File: config.mk
export PLATFORM = sky130hd
export DESIGN_NAME = phase_diff_accum
export DESIGN_NICKNAME = d
export VERILOG_FILES = /design/src/rtl/pr3_pkg.sv /design/src/rtl/phase_capture.sv /design/src/rtl/phase_diff_accum.sv
export SDC_FILE = /design/constraint.sdc
export NUM_CORES = 1
export LEC_CHECK = 0
export ABC_AREA = 1
export CORE_MARGIN = 2
export CORE_UTILIZATION = 57
export DETAILED_ROUTE_END_ITERATION = 10
export PLACE_DENSITY = 0.81
export SYNTH_ARGS = -nofsm -noshare
export SYNTH_HDL_FRONTEND = slang
export SYNTH_HIERARCHICAL = 1
export SYNTH_SLANG_ARGS = --single-unit
File: constraint.sdc
create_clock -name clk -period 2.6 [get_ports clk]
set_input_delay 0.26 -clock clk [delete_from_list [all_inputs] [get_ports clk]]
set_output_delay 0.26 -clock clk [all_outputs]
set_load 0.05 [all_outputs]
File: src/rtl/pr3_pkg.sv
// Shared types and defaults for the PR3 phase-processing chain.
package pr3_pkg;

    localparam int PHASE_WIDTH_DEFAULT = 16;

    typedef logic        [PHASE_WIDTH_DEFAULT-1:0] phase_t;
    typedef logic signed [PHASE_WIDTH_DEFAULT-1:0] dphase_t;

    typedef enum logic [1:0] {
        COLLECT,
        ACCUM,
        OUTPUT
    } state_t;

endpackage

File: src/rtl/phase_capture.sv
// Per-antenna phase holding register with arrival flag and overrun detection.
module phase_capture
    import pr3_pkg::*;
#(
    parameter int W = PHASE_WIDTH_DEFAULT
) (
    input  logic         clk,
    input  logic         reset,
    input  logic [W-1:0] phase,
    input  logic         valid,
    input  logic         clear,
    output logic [W-1:0] q,
    output logic         flag,
    output logic         overrun
);

    always_ff @(posedge clk) begin
        if (reset) begin
            q       <= '0;
            flag    <= 1'b0;
            overrun <= 1'b0;
        end else begin
            // An arrival in the clearing cycle starts the next set, so it is not an overrun.
            overrun <= valid & flag & ~clear;
            if (valid) begin
                q    <= phase;
                flag <= 1'b1;
            end else if (clear) begin
                flag <= 1'b0;
            end
        end
    end

endmodule

File: src/rtl/phase_diff_accum.sv
// Wrapped phase differences (ant2-ant1, ant3-ant1) averaged over RUNS complete sets.
module phase_diff_accum
    import pr3_pkg::*;
#(
    parameter int PHASE_WIDTH = PHASE_WIDTH_DEFAULT,
    parameter int RUNS        = 1
) (
    input  logic                   clk,
    input  logic                   reset,
    input  logic [PHASE_WIDTH-1:0] phase1,
    input  logic                   phase1_valid,
    input  logic [PHASE_WIDTH-1:0] phase2,
    input  logic                   phase2_valid,
    input  logic [PHASE_WIDTH-1:0] phase3,
    input  logic                   phase3_valid,
    output logic [PHASE_WIDTH-1:0] diff12,
    output logic [PHASE_WIDTH-1:0] diff13,
    output logic                   out_valid,
    output logic                   overrun
);

    localparam int LOG2 = $clog2(RUNS);
    localparam int AW   = PHASE_WIDTH + LOG2;
    localparam int CW   = (LOG2 > 0) ? LOG2 : 1;

    if ((RUNS < 1) || ((RUNS & (RUNS - 1)) != 0)) begin : g_bad_runs
        $error("phase_diff_accum: RUNS must be a power of 2 and at least 1");
    end

    state_t state, next_state;

    logic [PHASE_WIDTH-1:0] q1, q2, q3;
    logic [2:0]             flag;
    logic [2:0]             ovr;
    logic                   clear;

    logic [CW-1:0]          run_cnt;
    logic                   last_run;

    logic signed [PHASE_WIDTH-1:0] d12s, d13s;
    logic signed [AW-1:0]          acc12, acc13;
    logic signed [AW-1:0]          sum12, sum13;

    assign clear = (state == ACCUM);

    phase_capture #(.W(PHASE_WIDTH)) u_cap1 (
        .clk(clk), .reset(reset), .phase(phase1), .valid(phase1_valid),
        .clear(clear), .q(q1), .flag(flag[0]), .overrun(ovr[0])
    );

    phase_capture #(.W(PHASE_WIDTH)) u_cap2 (
        .clk(clk), .reset(reset), .phase(phase2), .valid(phase2_valid),
        .clear(clear), .q(q2), .flag(flag[1]), .overrun(ovr[1])
    );

    phase_capture #(.W(PHASE_WIDTH)) u_cap3 (
        .clk(clk), .reset(reset), .phase(phase3), .valid(phase3_valid),
        .clear(clear), .q(q3), .flag(flag[2]), .overrun(ovr[2])
    );

    assign overrun  = |ovr;
    assign last_run = (run_cnt == CW'(RUNS - 1));

    // Modular subtraction reinterpreted as signed; sign-extended into the accumulators.
    assign d12s  = q2 - q1;
    assign d13s  = q3 - q1;
    assign sum12 = acc12 + AW'(d12s);
    assign sum13 = acc13 + AW'(d13s);

    always_ff @(posedge clk) begin
        if (reset) begin
            state <= COLLECT;
        end else begin
            state <= next_state;
        end
    end

    always_comb begin
        next_state = state;
        case (state)
            COLLECT: if (&flag) next_state = ACCUM;
            ACCUM:   next_state = last_run ? OUTPUT : COLLECT;
            OUTPUT:  next_state = COLLECT;
            default: next_state = COLLECT;
        endcase
    end

    always_ff @(posedge clk) begin
        if (reset) begin
            acc12     <= '0;
            acc13     <= '0;
            run_cnt   <= '0;
            diff12    <= '0;
            diff13    <= '0;
            out_valid <= 1'b0;
        end else begin
            out_valid <= 1'b0;
            case (state)
                ACCUM: begin
                    acc12   <= sum12;
                    acc13   <= sum13;
                    run_cnt <= last_run ? '0 : run_cnt + CW'(1);
                end
                OUTPUT: begin
                    diff12    <= PHASE_WIDTH'(acc12 >>> LOG2);
                    diff13    <= PHASE_WIDTH'(acc13 >>> LOG2);
                    out_valid <= 1'b1;
                    acc12     <= '0;
                    acc13     <= '0;
                end
                default: ;
            endcase
        end
    end

endmodule

==> results of run 1 <==
## worst paths after layout
| path | end |
|---|---|
| worst min-delay path | acc12[13]$_SDFFE_PP0P_ |
| worst max-delay path | acc13[14]$_SDFFE_PP0P_ |
| worst max register to register | acc13[14]$_SDFFE_PP0P_ |
| worst min register to register | u_cap1/overrun$_SDFF_PP0_ |
## final cells by class
type	instances	area, um^2	share of cell area
Clock inverter	7	90.1	0.00998
Clock buffer	25	495	0.0549
Multi-Input combinational cell	688	3920	0.434
Tap cell	176	220	0.0244
Inverter	256	961	0.106
Timing Repair Buffer	93	921	0.102
Sequential cell	121	2420	0.268
## synthesized netlist by cell type (all sizes together)
| cell | instances |
|---|---|
| nand4 | 3 |
| o21ai | 10 |
| nand3 | 44 |
| a21oi | 57 |
| nand3b | 3 |
| or2 | 6 |
| xnor2 | 2 |
| a211oi | 32 |
| ha | 36 |
| buf | 27 |
| and2 | 2 |
| xor2 | 2 |
| a21o | 2 |
| or3 | 1 |
| nand2 | 292 |
| clkbuf | 7 |
| nor2 | 158 |
| inv | 256 |
| nor3 | 6 |
| fa | 30 |
| dfxtp | 121 |
| a2bb2oi | 2 |
## flip-flops by register name, summed over array words and instances, names as in the netlist
name            count
u_cap2/overrun      1
diff12             16
u_cap3/overrun      1
u_cap1/q           16
acc12              16
u_cap1/overrun      1
u_cap2/flag         1
acc13              16
u_cap3/q           16
out_valid           1
state               2
u_cap2/q           16
u_cap3/flag         1
diff13             16
u_cap1/flag         1
## placed cells by master (no fill, tap or decap), types with 6 or more instances in the layout
master	count
sky130_fd_sc_hd__nand3_2	10
sky130_fd_sc_hd__clkdlybuf4s50_1	85
sky130_fd_sc_hd__nand2_1	271
sky130_fd_sc_hd__ha_1	35
sky130_fd_sc_hd__a21oi_2	7
sky130_fd_sc_hd__nand3_1	34
sky130_fd_sc_hd__inv_1	243
sky130_fd_sc_hd__a21oi_1	50
sky130_fd_sc_hd__o21ai_0	8
sky130_fd_sc_hd__a211oi_1	32
sky130_fd_sc_hd__nand2_2	19
sky130_fd_sc_hd__fa_1	30
sky130_fd_sc_hd__inv_2	13
sky130_fd_sc_hd__clkbuf_16	17
sky130_fd_sc_hd__nor2_1	153
sky130_fd_sc_hd__buf_4	6
sky130_fd_sc_hd__dfxtp_1	121
## through the flow
stage / power [mW] / util / worst slack (ns)
finish: 10.9 / 0.690 / 0.253
global route: 11.8 / 0.690 / 0.0792
CTS: 10.9 / 0.690 / 0.282
detailed placement: 8.53 / 0.645 / 0.287
global placement: 8.37 / 0.645 / 0.330
floorplan: 7.03 / - / 0.541
## metal layers
layer | wire, um | part of all wire
met1 | 8650 | 0.46
met2 | 8120 | 0.44
met3 | 1370 | 0.073
met4 | 498 | 0.027
met5 | 0 | 0
## worst max-delay path, cell delays in order, from the launching register on
cell and delay (ns):
sky130_fd_sc_hd__dfxtp_1 0.36, sky130_fd_sc_hd__inv_1 0.09, sky130_fd_sc_hd__fa_1 0.52, sky130_fd_sc_hd__inv_1 0.05, sky130_fd_sc_hd__ha_1 0.37, sky130_fd_sc_hd__nand2_1 0.17
sky130_fd_sc_hd__inv_1 0.07, sky130_fd_sc_hd__nand2_1 0.06, sky130_fd_sc_hd__nand2_1 0.05, sky130_fd_sc_hd__a21oi_1 0.17, sky130_fd_sc_hd__nand2_1 0.09, sky130_fd_sc_hd__nand2_1 0.07
sky130_fd_sc_hd__nand3_1 0.07, sky130_fd_sc_hd__a21oi_1 0.15
## power groups by stage
| stage | clock network, mW | logic, mW | registers [mW] |
|---|---|---|---|
| final | 2.32 | 6.07 | 2.52 |
| after CTS | 2.34 | 6.03 | 2.52 |
| after global routing | 2.43 | 6.76 | 2.57 |
| after floorplan | 0 | 3.94 | 3.10 |
| after global placement | 0 | 5.83 | 2.54 |
| after detailed placement | 0 | 5.98 | 2.55 |
## cell families after synthesis
| logic type | count (synthesis) | synth area share |
|---|---|---|
| adder cells (fa/ha/maj) | 66 | 0.139 |
| XOR/XNOR | 4 | 0.00465 |
| AND/OR/NAND/NOR | 515 | 0.291 |
| AO/OA/AOI/OAI | 103 | 0.0841 |
| flip-flops | 121 | 0.321 |
| buffers and inverters | 290 | 0.160 |
==> results.tsv, run 1 <==
stage	metric	value	unit
place	dp_hpwl	13800	um
layout	antennaDiodeCount	0	
synthesis	yosysUniqueCellTypes	36	
global_routing	groute.layer.met1.usage	0.385	
timing	count_of_final_max_slew_check_failures	0	
floorplan	initial_utilization	0.576	
global_routing	largest_net_degree_at_the_start_of_global_routing	64	
worst_setup_path	timing_worst_setup_path_type	flip-flop to flip-flop	
route	detail_route.wirelength	18600	um
worst_setup_path	r2r_start	u_cap3/q[12]$_SDFFE_PP0P_	
cts	clkSlewWorstSetupHoldPaths	0.06	ns
layout	fin_area	9020	um^2
place	count_of_input_and_output_buffers	86	
cts	clock_insertion_delay_worst_skew	0.42	ns
global_routing	global_route_wire_length_before_repair	31000	um
cts	cts_num_sinks	121	
global_routing	globalRoute.totalOverflow	0	
pwr	power_frac_seq	0.231	
place	place_area	8440	um^2
global_routing	global_route_track_usage_on_met2	0.424	
global_routing	global_route.usage.met3	0.0546	
worst_setup_path	r2r.worst_path.cells	13	
hold_path	hold_class	input pin to flip-flop	
layout	filler_cell_count	1101	
timing	timing.max_slew.rel_slack	0.564	
status	run_status	finished, final reports clean	
layout	layout-drive-gt1-share	0.0849	
pwr	cellPowerDensity	1210	nW/um^2
pwr	worst_ir_drop_vdd	0.641	mV
global_routing	top_usage_layer	met2	
route	vias	6713	
synthesis	synth_top_cell_area_share	0.321	
global_routing	grt_antenna_before_repair	0	
timing	timing_hold_violations_final	0	
route	antenna_violating_nets_post_route	0	
timing	timing_worst_slew_pin_value	0.653	ns
timing	whs	0.370	ns
route	dr_vias_cell	4.91	
worst_setup_path	critPathLaunch	u_cap3/q[12]$_SDFFE_PP0P_	
cts	max-clock-path-buffers	2	
layout	nNetsFinal	1296	
worst_setup_path	critical_path_arrival	2.69	ns
cts	cts_tree	built	
timing	grt_setup_unrepaired	false	
route	wire_per_inst	13.6	um
synthesis	synthesis.nets	1218	
cts	postcts_resize_cnt	0	
pwr	switching_power	5.06	mW
cts	cts_made_buffers	17	
worst_setup_path	worst_setup_path_end_kind	flip-flop	
synthesis	ys_warn_count	6	
timing	worst_clock_skew	0.0104	ns
cts	cts_hold_repair.buffers	0	
floorplan	chipWidth	119	um
worst_setup_path	cp_max_fo	5	
layout	post_layout_nonfiller_instances	1366	
cts	clock_tree.htree_level_count	4	
synthesis	synthTopCellsByArea	sky130_fd_sc_hd__dfxtp_1 (32%), sky130_fd_sc_hd__nand2_1 (13%), sky130_fd_sc_hd__inv_1 (12%)	
worst_setup_path	regToRegSetupSlack	0.25	ns
timing	min_period_over_period	0.903	
synthesis	synth-seq-cells	121	
timing	max_freq	426	MHz
global_routing	grt_usage	0.278	
cts	postCtsSetupBuffers	0	
timing	fin_setup_tns	0	ns
pwr	combPwrFrac	0.556	
cts	clk_root_buffer_cell	sky130_fd_sc_hd__clkbuf_16	
job	drv.max_cap_violation_count	0	
worst_setup_path	timing.critical_path.required	2.95	ns
hold_path	holdCritStartpoint	reset	
pwr	power.share.switching	0.464	
route	drc_violation_count_after_routing	0	
pwr	power.share.clock	0.213	
synthesis	synthDominantAreaCellType	sky130_fd_sc_hd__dfxtp_1	
worst_setup_path	critical_path.startpoint_type	flip-flop	
synthesis	synth_seq_area_share	0.321	
synthesis	syn_inst	1099	
synthesis	syn_avg_cell_area	6.86	um^2
floorplan	die-height	119	um
floorplan	core_area	13100	um^2
floorplan	rows	42	
hold_path	min_path_cells	2	
route	dr.pass1.iters	5	
layout	syn_to_final_growth	19.7	%
floorplan	floorplan.die_area	14200	um^2
global_routing	first_global_vias	6536	
synthesis	post_synth_instance_area	7540	um^2
floorplan	i_o_pin_total	87	
pwr	power.static_leakage	4.55	nW
place	place.detailed.instances	1334	
place	globalplace.congestion	0.910	
route	drtIter0Drc	476	
timing	setup-violations-final	0	
pwr	intPower	5.85	mW
timing	period_needed	2.35	ns
(Power assumes the default switching activity.)
==> run 2, diff against run 1 <==
--- a/config.mk
+++ b/config.mk
@@ -7,10 +7,10 @@
 export LEC_CHECK = 0
 export ABC_AREA = 1
 export CORE_MARGIN = 2
-export CORE_UTILIZATION = 57
+export CORE_UTILIZATION = 56
+export CTS_CLUSTER_SIZE = 40
 export DETAILED_ROUTE_END_ITERATION = 10
-export PLACE_DENSITY = 0.81
+export PLACE_DENSITY = 0.8
 export SYNTH_ARGS = -nofsm -noshare
 export SYNTH_HDL_FRONTEND = slang
-export SYNTH_HIERARCHICAL = 1
 export SYNTH_SLANG_ARGS = --single-unit
==> run 2 against run 1 <==
  * Die area down 5.2%
  * Area after synthesis shrank 7.0%
  * Sequential power is 3% lower
  * Sequential share of layout area is 1.5 points higher
  * Register-to-register slack improved by 0.05 ns
  * Flip-flop and latch count is the same
==> results.tsv, run 2 <==
stage	metric	value	unit	change
route	dr.pass1.iters	5		unchanged
worst_setup_path	worst_path_largest_cell_delay	0.55	ns	+0.03 ns
layout	layout_common_cells	sky130_fd_sc_hd__nand2_1 (225), sky130_fd_sc_hd__inv_1 (198), sky130_fd_sc_hd__dfxtp_1 (121)		
cts	clock_insertion_delay_worst_skew	0.42	ns	about the same
worst_setup_path	critical-path-top-delay-family	adder cells		
pwr	cellPowerDensity	1130	nW/um^2	-6.2%
layout	filler_cell_count	1036		-5.9%
cts	cts_hold_repair.buffers	0		unchanged
place	globalplace.congestion	0.925		+1.7%
layout	layout-drive-gt1-share	0.0660		-0.0189
synthesis	synthTopCellsByArea	sky130_fd_sc_hd__dfxtp_1 (35%), sky130_fd_sc_hd__nand2_1 (12%), sky130_fd_sc_hd__inv_1 (11%)		
hold_path	whs_endpoint	acc13[1]$_SDFFE_PP0P_		
synthesis	synth_top_cell_area_share	0.346		+0.0243
worst_setup_path	worst_r2r_endpoint	acc12[15]$_SDFFE_PP0P_		
synthesis	synthesis.nets	1090		-11%
cts	max-clock-path-buffers	2		unchanged
synthesis	ys_warn_count	0		-6
layout	nNetsFinal	1170		-9.7%
timing	timing.max_slew.rel_slack	0.620		+0.0552
floorplan	initial_utilization	0.579		+0.00252
timing	worst_clock_skew	0.00461	ns	-0.00579 ns
worst_setup_path	worstPathBufferInverterCount	1		-2
synthesis	syn_inst	971		-12%
hold_path	min_path_cells	2		unchanged
timing	fin_setup_tns	0	ns	unchanged
worst_setup_path	critical_path.startpoint_type	flip-flop		
synthesis	synth_seq_area_share	0.346		+0.0243
timing	max_freq	436	MHz	+2.2%
synthesis	synthDominantAreaCellType	sky130_fd_sc_hd__dfxtp_1		
cts	clock_tree.htree_level_count	4		unchanged
global_routing	largest_net_degree_at_the_start_of_global_routing	92		+44%
synthesis	syn_avg_cell_area	7.22	um^2	+5.2%
synthesis	yosysUniqueCellTypes	35		-2.8%
cts	clk_root_buffer_cell	sky130_fd_sc_hd__clkbuf_16		
route	detail_route.wirelength	16500	um	-11%
floorplan	rows	40		-4.8%
route	vias	6165		-8.2%
cts	cts_tree	built		
worst_setup_path	r2r_start	u_cap1.q[2]$_SDFFE_PP0P_		
timing	count_of_final_max_slew_check_failures	0		unchanged
route	drc_violation_count_after_routing	0		unchanged
worst_setup_path	timing.critical_path.required	2.95	ns	about the same
floorplan	floorplan.die_area	13400	um^2	-5.2%
layout	syn_to_final_growth	21.8	%	
route	wire_per_inst	13.4	um	-1.5%
worst_setup_path	cpMostUsedCell	sky130_fd_sc_hd__nand2_1		
pwr	power.static_leakage	3.97	nW	-13%
synthesis	post_synth_instance_area	7010	um^2	-7.0%
synthesis	synth_top_flop_cell	sky130_fd_sc_hd__dfxtp_1		
synthesis	synth_top_cells_by_count	sky130_fd_sc_hd__nand2_1 (225), sky130_fd_sc_hd__inv_1 (198), sky130_fd_sc_hd__dfxtp_1 (121)		
floorplan	i_o_pin_total	87		unchanged
timing	setup-violations-final	0		unchanged
timing	min_period_over_period	0.883		-0.0195
cts	postcts_resize_cnt	0		unchanged
route	dr_vias_cell	5.02		+2.1%
place	count_of_input_and_output_buffers	86		unchanged
global_routing	grt_antenna_before_repair	0		unchanged
place	dp_hpwl	12100	um	-12%
floorplan	die-height	116	um	-2.6%
worst_setup_path	timing_worst_setup_path_type	flip-flop to flip-flop		
timing	timing_worst_slew_pin_value	0.570	ns	-0.0834 ns
route	drtIter0Drc	371		-22%
floorplan	core_area	12100	um^2	-7.4%
worst_setup_path	worst_setup_path_end_kind	flip-flop		
cts	cts_num_sinks	121		unchanged
floorplan	chipWidth	116	um	-2.6%
timing	period_needed	2.30	ns	-0.0507 ns
status	run_status	finished, final reports clean		
cts	postCtsSetupBuffers	0		unchanged
global_routing	global_route_wire_length_before_repair	27600	um	-11%
timing	grt_setup_unrepaired	false		
timing	whs	0.226	ns	-0.144 ns
layout	postLayoutCoreUtil	0.705		+0.0154
place	place.detailed.instances	1200		-10%
worst_setup_path	cp_max_fo	5		unchanged
global_routing	globalRoute.totalOverflow	0		unchanged
timing	timing_hold_violations_final	0		unchanged
global_routing	grt_usage	0.267		-0.0111
synthesis	synth-seq-cells	121		unchanged
hold_path	holdCritStartpoint	reset		
worst_setup_path	regToRegSetupSlack	0.30	ns	+0.05 ns
global_routing	first_global_vias	6093		-6.8%
worst_setup_path	r2r.worst_path.cells	11		-2
synthesis	yosys.cell_count.top_type	sky130_fd_sc_hd__nand2_1		
layout	antennaDiodeCount	0		unchanged
cts	clkSlewWorstSetupHoldPaths	0.05	ns	about the same
worst_setup_path	critical_path_arrival	2.65	ns	-0.04 ns
place	detailedPlace.worstSlack	0.345	ns	+0.0583 ns
layout	post_layout_nonfiller_instances	1229		-10%
hold_path	hold_class	input pin to flip-flop		
job	drv.max_cap_violation_count	0		unchanged
synthesis	synth_enable_flop_cells	0		unchanged
route	antenna_violating_nets_post_route	0		unchanged
pwr	worst_ir_drop_vdd	0.647	mV	+0.86%
worst_setup_path	cp_slowest_cell	sky130_fd_sc_hd__fa_1		
synthesis	synthArstFlopShare	0		unchanged
layout	layout_commonest_cell	sky130_fd_sc_hd__nand2_1		
worst_setup_path	timing.critical_path.cells	fa_1 > inv_1 > ha_1 > or2_1 > nand3_1 > nand2_2 > nand2_1 > nand2_1 > nand2_1 > nand3_2 > a21oi_2		
timing	final_critical_path_setup_slack	0.304	ns	+0.0507 ns
cts	cts_made_buffers	17		unchanged
run 2: cell count changes after synthesis, sizes merged:
cell    previous run  this run
a211oi            32        60
a21oi             57        77
buf               27        22
clkbuf             7        12
clkinv             0         1
inv              256       205
nand2            292       234
nand3             44        43
nand3b             3         4
nand4              3         4
nor2             158        88
nor3               6         9
or2                6         4
run 2: metal layers:
layer,routed length [um],share of wire,track usage
met5,0,0,0
met1,7430,0.45,0.326
met3,648,0.039,0.0628
met4,353,0.021,0.106
met2,8090,0.49,0.458
run 2: cells by family (layout without fill, tap and decap cells):
| kind of cell | count (synthesis) | count (layout) | share of synthesized area |
|---|---|---|---|
| and+or+nand+nor | 389 | 389 | 0.233 |
| AOI/OAI and AO/OA | 151 | 151 | 0.136 |
| DFF | 121 | 121 | 0.346 |
| xor gates and xnor gates | 4 | 4 | 0.00500 |
| buffers and inverters | 240 | 330 | 0.131 |
| adders and majority gates | 66 | 66 | 0.150 |
run 2: metrics by stage:
step	instance area, um^2	power [mW]
3_3_place_gp	8020	7.45
3_5_place_dp	8020	7.54
2_1_floorplan	7010	6.24
5_1_grt	8540	10.5
4_1_cts	8540	9.70
6_report	8540	9.68
run 2: final cells by class:
cell class / instances / area [um^2] / area share
clock inverters: 3 / 15.0 / 0.00176
inverters: 206 / 773 / 0.0905
well taps: 168 / 210 / 0.0246
clock buffers: 26 / 509 / 0.0596
flip-flops and latches: 121 / 2420 / 0.284
multi-input cells: 610 / 3670 / 0.430
repair buffers: 95 / 938 / 0.110
run 2: worst max-delay path by stage:
stage	from	to	slack [ns]	cells past startpoint
floorplan	u_cap1.q[2]$_SDFFE_PP0P_	acc13[3]$_SDFFE_PP0P_	0.55	8
global placement	u_cap1.q[2]$_SDFFE_PP0P_	acc12[15]$_SDFFE_PP0P_	0.38	11
detailed placement	u_cap1.q[2]$_SDFFE_PP0P_	acc12[15]$_SDFFE_PP0P_	0.34	11
CTS	u_cap1.q[2]$_SDFFE_PP0P_	acc12[15]$_SDFFE_PP0P_	0.33	11
global route	u_cap1.q[6]$_SDFFE_PP0P_	acc13[13]$_SDFFE_PP0P_	0.16	12
finish	u_cap1.q[2]$_SDFFE_PP0P_	acc12[15]$_SDFFE_PP0P_	0.30	11
run 2: power breakdown:
part	internal [mW]	total, mW	switching (mW)
clock	1.32	2.10	0.781
sequential	2.23	2.44	0.205
combinational	1.80	5.15	3.35
